<file path="src/rtl/ssd_scan_ctrl.sv">
// ssd_scan_ctrl
//   Time-multiplexed seven-segment scan controller. It drives N_DIGITS raw segment
//   patterns onto one shared segment bus and a one-hot anode bus. Each digit has
//   an enable and a blink control. A PWM brightness setting and a frame strobe
//   are also provided.
//
// Ports
//   clk         system clock
//   reset       synchronous, active-high reset
//   seg_in      digit i at [8i+7:8i] = {p,g,f,e,d,c,b,a}, 1 = segment lit
//   digit_en    0 forces digit i dark
//   blink_en    1 makes digit i blink with the frame-based blink phase
//   brightness  0 = minimum duty (1/2**BRIGHT_W), all ones = full duty
//   seg_out     registered segment bus, polarity per ACTIVE_LOW
//   an          registered one-hot anode select, polarity per ACTIVE_LOW
//   frame_tick  1-cycle pulse on the first output cycle of digit 0 of each frame
module ssd_scan_ctrl #(
    parameter int N_DIGITS     = 8,
    parameter int STEP_CYCLES  = 6250,
    parameter int BRIGHT_W     = 4,
    parameter int BLINK_FRAMES = 200,
    parameter int ACTIVE_LOW   = 1
) (
    input  logic                  clk,
    input  logic                  reset,
    input  logic [8*N_DIGITS-1:0] seg_in,
    input  logic [N_DIGITS-1:0]   digit_en,
    input  logic [N_DIGITS-1:0]   blink_en,
    input  logic [BRIGHT_W-1:0]   brightness,
    output logic [7:0]            seg_out,
    output logic [N_DIGITS-1:0]   an,
    output logic                  frame_tick
);

    localparam int IDX_W = (N_DIGITS > 1) ? $clog2(N_DIGITS) : 1;
    localparam int SUB_W = (STEP_CYCLES > 1) ? $clog2(STEP_CYCLES) : 1;
    localparam int FR_W  = (BLINK_FRAMES > 1) ? $clog2(BLINK_FRAMES) : 1;

    localparam logic [IDX_W-1:0] IDX_LAST = IDX_W'(N_DIGITS - 1);
    localparam logic [SUB_W-1:0] SUB_LAST = SUB_W'(STEP_CYCLES - 1);
    localparam logic [FR_W-1:0]  FR_LAST  = FR_W'(BLINK_FRAMES - 1);

    // XOR masks: an output equals its active-high value XOR these masks.
    localparam logic [N_DIGITS-1:0] AN_OFF  = (ACTIVE_LOW != 0) ? '1 : '0;
    localparam logic [7:0]          SEG_OFF = (ACTIVE_LOW != 0) ? '1 : '0;

    logic [SUB_W-1:0]    sub_cnt;
    logic [BRIGHT_W-1:0] pwm_step;
    logic [IDX_W-1:0]    idx;
    logic [FR_W-1:0]     frame_cnt;
    logic                blink_phase;
    logic [BRIGHT_W-1:0] bright_q;

    logic                sub_wrap;
    logic                step_wrap;
    logic                slot_start;
    logic                frame_end;
    logic [7:0]          cur_seg;
    logic                cur_en;
    logic                cur_blk;
    logic                lit;
    logic [N_DIGITS-1:0] an_act;

    always_comb begin
        sub_wrap   = (sub_cnt == SUB_LAST);
        step_wrap  = (pwm_step == '1);
        slot_start = (sub_cnt == '0) && (pwm_step == '0);
        frame_end  = sub_wrap && step_wrap && (idx == IDX_LAST);

        cur_seg = '0;
        cur_en  = 1'b0;
        cur_blk = 1'b0;
        for (int unsigned i = 0; i < N_DIGITS; i++) begin
            if (idx == IDX_W'(i)) begin
                cur_seg = seg_in[8*i +: 8];
                cur_en  = digit_en[i];
                cur_blk = blink_en[i];
            end
        end

        // On the first cycle of a slot bright_q still holds the previous slot's
        // value, but pwm_step is 0 there, so the compare is true regardless.
        lit = cur_en & ~(cur_blk & blink_phase) & (pwm_step <= bright_q);

        an_act = '0;
        for (int unsigned i = 0; i < N_DIGITS; i++) begin
            an_act[i] = lit && (idx == IDX_W'(i));
        end
    end

    always_ff @(posedge clk) begin
        if (reset) begin
            sub_cnt     <= '0;
            pwm_step    <= '0;
            idx         <= '0;
            frame_cnt   <= '0;
            blink_phase <= 1'b0;
            bright_q    <= '0;
            frame_tick  <= 1'b0;
            an          <= AN_OFF;
            seg_out     <= SEG_OFF;
        end else begin
            sub_cnt <= sub_wrap ? '0 : sub_cnt + 1'b1;

            if (sub_wrap) begin
                pwm_step <= pwm_step + 1'b1;
            end

            if (sub_wrap && step_wrap) begin
                idx <= (idx == IDX_LAST) ? '0 : idx + 1'b1;
            end

            if (slot_start) begin
                bright_q <= brightness;
            end

            if (frame_end) begin
                if (frame_cnt == FR_LAST) begin
                    frame_cnt   <= '0;
                    blink_phase <= ~blink_phase;
                end else begin
                    frame_cnt <= frame_cnt + 1'b1;
                end
            end

            an         <= an_act ^ AN_OFF;
            seg_out    <= (lit ? cur_seg : 8'h00) ^ SEG_OFF;
            frame_tick <= slot_start && (idx == '0);
        end
    end

endmodule

</file>
<file path="config.mk">
export PLATFORM = sky130hd
export DESIGN_NAME = ssd_scan_ctrl
export DESIGN_NICKNAME = d
export VERILOG_FILES = /design/src/rtl/ssd_scan_ctrl.sv
export SDC_FILE = /design/constraint.sdc
export NUM_CORES = 1
export LEC_CHECK = 0
export CAP_MARGIN = 0
export CORE_MARGIN = 2
export CORE_UTILIZATION = 42
export CTS_BUF_LIST = sky130_fd_sc_hd__clkbuf_8
export DETAILED_ROUTE_END_ITERATION = 8
export PLACE_DENSITY = 0.79
export SYNTH_ARGS = -nofsm -noshare
export SYNTH_HDL_FRONTEND = slang
export SYNTH_SLANG_ARGS = --single-unit
</file>
<file path="constraint.sdc">
create_clock -name clk -period 2.9 [get_ports clk]
set_clock_uncertainty 0.2 [all_clocks]
set_input_delay 0.29 -clock clk [delete_from_list [all_inputs] [get_ports clk]]
set_output_delay 0.29 -clock clk [all_outputs]
set_load 0.01 [all_outputs]
</file>
==> results.cfg, run 1 <==
[sta]
max_slew.worst_pin.slew_ns = 0.423
timing.fmax_ghz = 0.394
fin_crit_sh_pct = 87.5
finalMaxSlewViolations = 0
report.final.hold_viol_count = 0
total_negative_slack_for_setup_checks_ns = 0
period_needed_ns = 2.54
number_of_failing_setup_endpoints_in_the_final_timing_report = 0
max-slew-margin-rel_pct = 71.7
rsz_0062_raised_after_global_routing = false

[setup_path]
critical_path.n_buffers_inverters = 1
critical-path-top-cell-by-count = sky130_fd_sc_hd__ha_1
timing.critical_path.from_type = flip-flop
rr_worst_depth = 8
cp_cell_sequence = ha_1 -> ha_1 -> or2_2 -> a221oi_1 -> o2bb2ai_1 -> a2111oi_2 -> buf_4 -> o311ai_0
r2r_slack_ns = 0.36
worst_path_dominant_cell_family = compound AO/OA/AOI/OAI gates
cp_max_fo = 13
cpPeakStageDelay_ns = 0.39
timing.critical_path.required_ns = 2.89
cp.arrival_ns = 2.53
reg2reg_from = idx[0]$_SDFFE_PP0P_
slowest_stage = sky130_fd_sc_hd__a2111oi_2
worstReg2RegEnd = seg_out[6]$_SDFF_PP1_
worstSetupPathType = reg2reg
setup.worst_path.end_class = flip-flop

[global_route]
number_of_global_route_vias_before_repair = 2913
globalRoute.totalOverflow = 0
grt.total_usage_pct = 23.2
grt_start_max_net_pins = 24
number_of_antenna_violations_at_the_first_check_in_global_routing = 0
first_pass_grt_wire_length_mm = 13.7

[route]
final_routed_wire_length_divided_by_cell_count_microns = 16.0
drt-pass1-iter-count = 4
dr_total_vias = 2956
routed_wl_mm = 8.44
vias_per_cell = 5.61
drc_errors = 0
detailedRoute.firstIterationViolations = 216
detail-route-antenna-nets = 0

[logic_synthesis]
post_synth_inst_count = 345
yosys.area.top_type_share_pct = 35.0
yosys_warnings = 0
synth_top_family_by_area = simple AND/OR/NAND/NOR gates
avgSynthCellArea_sq_um = 8.29
synth_seq_area_share_pct = 35.0
synth.cell_area_sq_mm = 0.00286
async_flop_share_pct = 0
share_of_cell_area_taken_by_muxes_after_synthesis_pct = 1.75
synthesized_area_fraction_occupied_by_and_or_nand_nor_cells_pct = 24.4
synth_adder_area_share_pct = 7.00
top_cells_by_area_synth = sky130_fd_sc_hd__dfxtp_1 35%, sky130_fd_sc_hd__ha_1 7.0%, sky130_fd_sc_hd__a21oi_1 4.4%
yosys.area.top_type = sky130_fd_sc_hd__dfxtp_1
synth_cell_type_count = 54
synth_compound_area_share_pct = 20.4
yosys.area_share.xor_xnor_pct = 5.51
postSynthRegisterBits = 50
postSynth.topFlopCell = sky130_fd_sc_hd__dfxtp_1
postSynthNetCount = 447
number_of_enable_type_register_cells_in_the_synthesized_netlist = 0

[min_path]
min_path_type = reg2reg
worstHoldPathCells = 2
min_delay_worst_endpoint = bright_q[1]$_SDFFE_PP0P_
timing.hold.worst.start = bright_q[1]$_SDFFE_PP0P_

[floorplan]
die_area_sq_mm = 0.00749
io_pins = 103
core_area_sq_mm = 0.00668
initial_core_util_pct = 42.8
core.rowCount = 30
die_width_microns = 86.5
fp.dieH_microns = 86.5

[clocking]
root_buffer = sky130_fd_sc_hd__clkbuf_8
number_of_gates_resized_after_cts = 0
cts_tree = done
clock_insertion_delay_worst_skew_ns = 0.31
cts.repair_timing.setup_buffer_count = 0
cts_max_path_buffers = 2
max_h_tree_level = 2
clk_transition_reported_paths_ns = 0.10
cts_sinks = 50
hold_buffers = 0
tritoncts.num_buffers = 5

[cells_and_area]
syn_to_final_growth_pct = 42.7
antenna_diode_instance_count = 0
layout.nets = 548
drive_gt1_share_pct = 6.26
post-route-util_pct = 61.1
nFillCells = 605

[placed_design]
dp_hpwl_mm = 6.59
port-buffer-count = 102
routabilityCongestion = 0.892

[flow_run]
cap_violations = 0

[outcome]
run_status = finished, final reports clean

[power_and_ir_drop]
leakage_nw = 1.51
power_density_over_the_cells_mw_per_mm2 = 341
vdd_ir_drop_max_uv = 250
tightest hold or removal path, delay by kind of cell (launching register included):
kind / cells / cell delay, ns
flops: 1 / 0.33
mux: 1 / 0.07
simple gates: 1 / 0.07
per-layer routing:
layer	share of wire (%)	vias to the layer above	wire length [microns]	track usage, %
li1	-	1456	-	-
met2	49	104	4110	40.7
met1	42	1379	3530	27.6
met3	7.3	17	614	5.90
met4	2.1	0	180	7.53
met5	0	-	0	0
cells in the mapped netlist, drive strengths merged, types with 2 or more instances:
cell / n
dfxtp: 50
nor2: 33
a21oi: 25
nand2: 24
nand3: 22
inv: 21
ha: 16
clkbuf: 14
o21ai: 12
and3: 10
xor2: 10
a221o: 8
nor3: 8
xnor2: 8
nand4: 7
o211ai: 7
buf: 6
o2111ai: 6
or3: 6
a211oi: 5
mux2i: 5
and2: 4
a221oi: 3
and4: 3
or4: 3
a2111oi: 2
a211o: 2
nand3b: 2
nor4: 2
nor4b: 2
o22ai: 2
o31ai: 2
cell type report:
cell class / instances / area (sq um) / share of cell area, %
multi-input combinational: 253 / 1690 / 41.4
timing repair buffer: 114 / 1110 / 27.2
sequential: 50 / 1000 / 24.5
tap: 80 / 100 / 2.45
clock buffer: 6 / 82.6 / 2.02
inverter: 22 / 82.6 / 2.02
clock inverter: 2 / 16.3 / 0.398
sequential cells by signal, indices dropped and copies added (netlist names):
| register | flops |
|---|---|
| sub_cnt | 13 |
| seg_out | 8 |
| bright_q | 4 |
| frame_tick | 1 |
| an | 8 |
| pwm_step | 4 |
| blink_phase | 1 |
| frame_cnt | 8 |
| idx | 3 |
where the power goes:
group,internal [mW],switching [mW],total (mW)
Sequential,0.704,0.0101,0.715
Clock,0.197,0.244,0.440
Combinational,0.158,0.0802,0.238
Total,1.06,0.334,1.39
layout by cell type, fill, tap and decap left out, drive strengths merged, types with 2 or more instances in the layout:
master         instances
clkbuf                 6
nand4                  7
a211oi                 5
and4                   3
nor4b                  2
o211ai                 7
a21oi                 25
and2                   4
o31ai                  2
a2111oi                2
o22ai                  2
nor3                   8
a211o                  2
o21ai                 12
dfxtp                 50
ha                    16
buf                   12
inv                   22
or3                    6
xor2                  10
mux2i                  5
nor4                   2
nor2                  33
a221o                  8
nand3                 22
or4                    3
a221oi                 3
and3                  10
o2111ai                6
nand3b                 2
clkdlybuf4s50        102
xnor2                  8
nand2                 24
metrics by stage:
| step | cells | power, mW | hold slack (ns) | instance area (sq um) | worst slack, ns |
|---|---|---|---|---|---|
| floorplan | 345 | 0.808 | 0.168 | 2860 | 0.181 |
| global route | 527 | 1.45 | 0.334 | 4080 | 0.0880 |
| detailed placement | 519 | 0.968 | 0.285 | 3980 | 0.355 |
| finish | 527 | 1.39 | 0.300 | 4080 | 0.363 |
| CTS | 527 | 1.40 | 0.304 | 4080 | 0.360 |
| global placement | 519 | 0.965 | 0.274 | 3980 | 0.415 |
cell families (layout without fill, tap and decap cells):
| kind of cell | count (synthesis) | after routing |
|---|---|---|
| AND/OR/NAND/NOR | 131 | 131 |
| AO/OA/AOI/OAI | 83 | 83 |
| flip-flops | 50 | 50 |
| buffers and inverters | 42 | 144 |
| XOR/XNOR | 18 | 18 |
| adder cells (fa/ha/maj) | 16 | 16 |
| multiplexers | 5 | 5 |
worst max path at each step:
stage          cells after the start                startpoint                     to  slack, ns
2_1_floorplan                      9       idx[2]$_SDFFE_PP0P_  seg_out[2]$_SDFF_PP1_       0.18
6_report                           8       idx[0]$_SDFFE_PP0P_  seg_out[6]$_SDFF_PP1_       0.36
3_5_place_dp                       8       idx[0]$_SDFFE_PP0P_  seg_out[6]$_SDFF_PP1_       0.36
3_3_place_gp                       7  pwm_step[2]$_SDFFE_PP0P_  seg_out[6]$_SDFF_PP1_       0.41
5_1_grt                            9       idx[0]$_SDFFE_PP0P_  seg_out[1]$_SDFF_PP1_       0.09
4_1_cts                            8       idx[0]$_SDFFE_PP0P_  seg_out[6]$_SDFF_PP1_       0.36
Note: power is estimated with default switching activity, not from simulation.
==> run 2: changes to the inputs <==
Settings changed: CORE_ASPECT_RATIO set to 1.5.
==> run 2 against run 1 <==
  * Non-clock buffer count grew 1
  * Power grew 3.4%
  * Critical path depth is the same
  * Die area is 0.18% higher
  * Fmax shrank 4.0%
  * Critical endpoint unchanged
  * Largest power group unchanged
  * Highest routed layer unchanged
==> results.cfg, run 2 (synthesis gave the netlist of run 1 again) <==
[clocking]
max_h_tree_level = 2
tritoncts.num_buffers = 5
root_buffer = sky130_fd_sc_hd__clkbuf_8
cts_tree = done
clock_insertion_delay_worst_skew_ns = 0.30
clk_transition_reported_paths_ns = 0.09
number_of_gates_resized_after_cts = 0
cts_sinks = 50
cts_max_path_buffers = 2
cts.repair_timing.setup_buffer_count = 0
hold_buffers = 0

[min_path]
min_path_type = reg2reg

[setup_path]
critical_path.n_buffers_inverters = 2
critical_path.startpoint = idx[1]$_SDFFE_PP0P_
reg2reg_from = idx[1]$_SDFFE_PP0P_
setup.worst_path.end_class = flip-flop
worstReg2RegEnd = seg_out[6]$_SDFF_PP1_
r2r_slack_ns = 0.26
worst_path_dominant_cell_family = compound AO/OA/AOI/OAI gates
slowest_stage = sky130_fd_sc_hd__dfxtp_1
timing.critical_path.from_type = flip-flop
worstSetupEndpoint = seg_out[6]$_SDFF_PP1_
cpPeakStageDelay_ns = 0.39
rr_worst_depth = 8
cp.arrival_ns = 2.61
timing.critical_path.required_ns = 2.87
cp_cell_sequence = inv_1 -> ha_1 -> nand3b_1 -> a221oi_1 -> o2bb2ai_1 -> a2111oi_2 -> buf_4 -> o311ai_0
cp_max_fo = 14
worstSetupPathType = reg2reg
worst-path-stages = 8

[power_and_ir_drop]
power.total_mw = 1.44
power_density_over_the_cells_mw_per_mm2 = 352
leakage_nw = 1.52
vdd_ir_drop_max_uv = 298

[route]
routed_wl_mm = 9.12
vias_per_cell = 5.70
drc_errors = 0
drt-pass1-iter-count = 6
detail-route-antenna-nets = 0
detailedRoute.firstIterationViolations = 127
dr_total_vias = 2980
final_routed_wire_length_divided_by_cell_count_microns = 17.4

[placed_design]
port-buffer-count = 102
placed_cells = 516
dp_hpwl_mm = 7.08
routabilityCongestion = 0.980

[sta]
max_slew.worst_pin.slew_ns = 0.463
rsz_0062_raised_after_global_routing = false
report.final.hold_viol_count = 0
max-slew-margin-rel_pct = 69.1
finalMaxSlewViolations = 0
number_of_failing_setup_endpoints_in_the_final_timing_report = 0
timing.fmax_ghz = 0.379
holdWs_ns = 0.302
total_negative_slack_for_setup_checks_ns = 0
period_needed_ns = 2.64
fin_crit_sh_pct = 91.1

[floorplan]
die_width_microns = 71.4
io_pins = 103
initial_core_util_pct = 43.8
die_area_sq_mm = 0.00750
fp.dieH_microns = 105
core.rowCount = 36
core_area_sq_mm = 0.00653

[cells_and_area]
layout.nets = 549
final_cell_mix = 102 x sky130_fd_sc_hd__clkdlybuf4s50_1, 50 x sky130_fd_sc_hd__dfxtp_1, 33 x sky130_fd_sc_hd__nor2_1, 25 x sky130_fd_sc_hd__a21oi_1, 24 x sky130_fd_sc_hd__nand2_1
mostFrequentLayoutCell = sky130_fd_sc_hd__clkdlybuf4s50_1
antenna_diode_instance_count = 0
nFillCells = 577
drive_gt1_share_pct = 6.26
finish.cell_count_without_fillers = 523
registers.top_by_ff_count = sub_cnt
syn_to_final_growth_pct = 43.1
largest_register_ffs = 13

[global_route]
first_pass_grt_wire_length_mm = 14.8
number_of_global_route_vias_before_repair = 3180
number_of_antenna_violations_at_the_first_check_in_global_routing = 0
globalRoute.totalOverflow = 0
grt.total_usage_pct = 24.6
grt_start_max_net_pins = 22

[flow_run]
cap_violations = 0

[outcome]
run_status = finished, final reports clean
## run 2: cell types whose count changed in the layout (fill, tap and decap cells not counted)
cell                         change
sky130_fd_sc_hd__buf_4           +1
sky130_fd_sc_hd__bufinv_16       +1
sky130_fd_sc_hd__clkbuf_8        -1
sky130_fd_sc_hd__clkinv_4        +1
sky130_fd_sc_hd__clkinvlp_4      -1
sky130_fd_sc_hd__inv_6           -1
## run 2: metrics by stage
| step | area (sq um) | setup WS, ns | util, % |
|---|---|---|---|
| detailed placement | 3990 | 0.277 | 61.0 |
| floorplan | 2860 | 0.181 | - |
| finish | 4090 | 0.258 | 62.7 |
| CTS | 4090 | 0.273 | 62.7 |
| global route | 4090 | 0.0238 | 62.7 |
| global placement | 3990 | 0.375 | 61.0 |
## run 2: how the worst min path moves through the flow
stage,cells after the start,startpoint,slack [ns],end
after floorplan,1,reset,0.17,frame_tick$_SDFF_PP0_
after global placement,2,frame_cnt[1]$_SDFFE_PP0P_,0.27,frame_cnt[1]$_SDFFE_PP0P_
after detailed placement,2,bright_q[3]$_SDFFE_PP0P_,0.29,bright_q[3]$_SDFFE_PP0P_
after CTS,2,idx[1]$_SDFFE_PP0P_,0.31,idx[1]$_SDFFE_PP0P_
after global routing,2,idx[1]$_SDFFE_PP0P_,0.34,idx[1]$_SDFFE_PP0P_
final,2,idx[1]$_SDFFE_PP0P_,0.30,idx[1]$_SDFFE_PP0P_
## run 2: worst min-delay path: cells and delay by family, from the launching register on
family,cells,cell delay [ns]
AND/OR/NAND/NOR,1,0.06
flip-flops,1,0.35
AO/OA/AOI/OAI,1,0.05
## run 2: layout make-up
type	count	area [sq um]	area share, %
clock buffer	5	68.8	1.68
tap	76	95.1	2.32
inverter	22	82.6	2.02
multi-input combinational	253	1690	41.3
sequential	50	1000	24.4
clock inverter	2	38.8	0.947
timing repair buffer	115	1120	27.3
## run 2: power by group
part / internal, mW / switching [mW] / total [mW] / leakage [nW]
combinational: 0.158 / 0.0813 / 0.239 / 1.06
clock: 0.254 / 0.230 / 0.484 / 0.0542
sequential: 0.704 / 0.0129 / 0.717 / 0.406
total: 1.12 / 0.324 / 1.44 / 1.52
## run 2: routing by layer
metal	vias up	global-route usage (%)	share of wire, %
met5	-	0	0
met4	0	10.8	2.7
met3	21	5.88	8.3
met2	127	44.7	51
met1	1379	26.3	38
li1	1453	-	-
==> run 3: changes to the inputs <==
Settings changed: TNS_END_PERCENT set to 30.
==> results of run 3 <==
The final DEF is identical to that of run 2; final timing and power are the same.
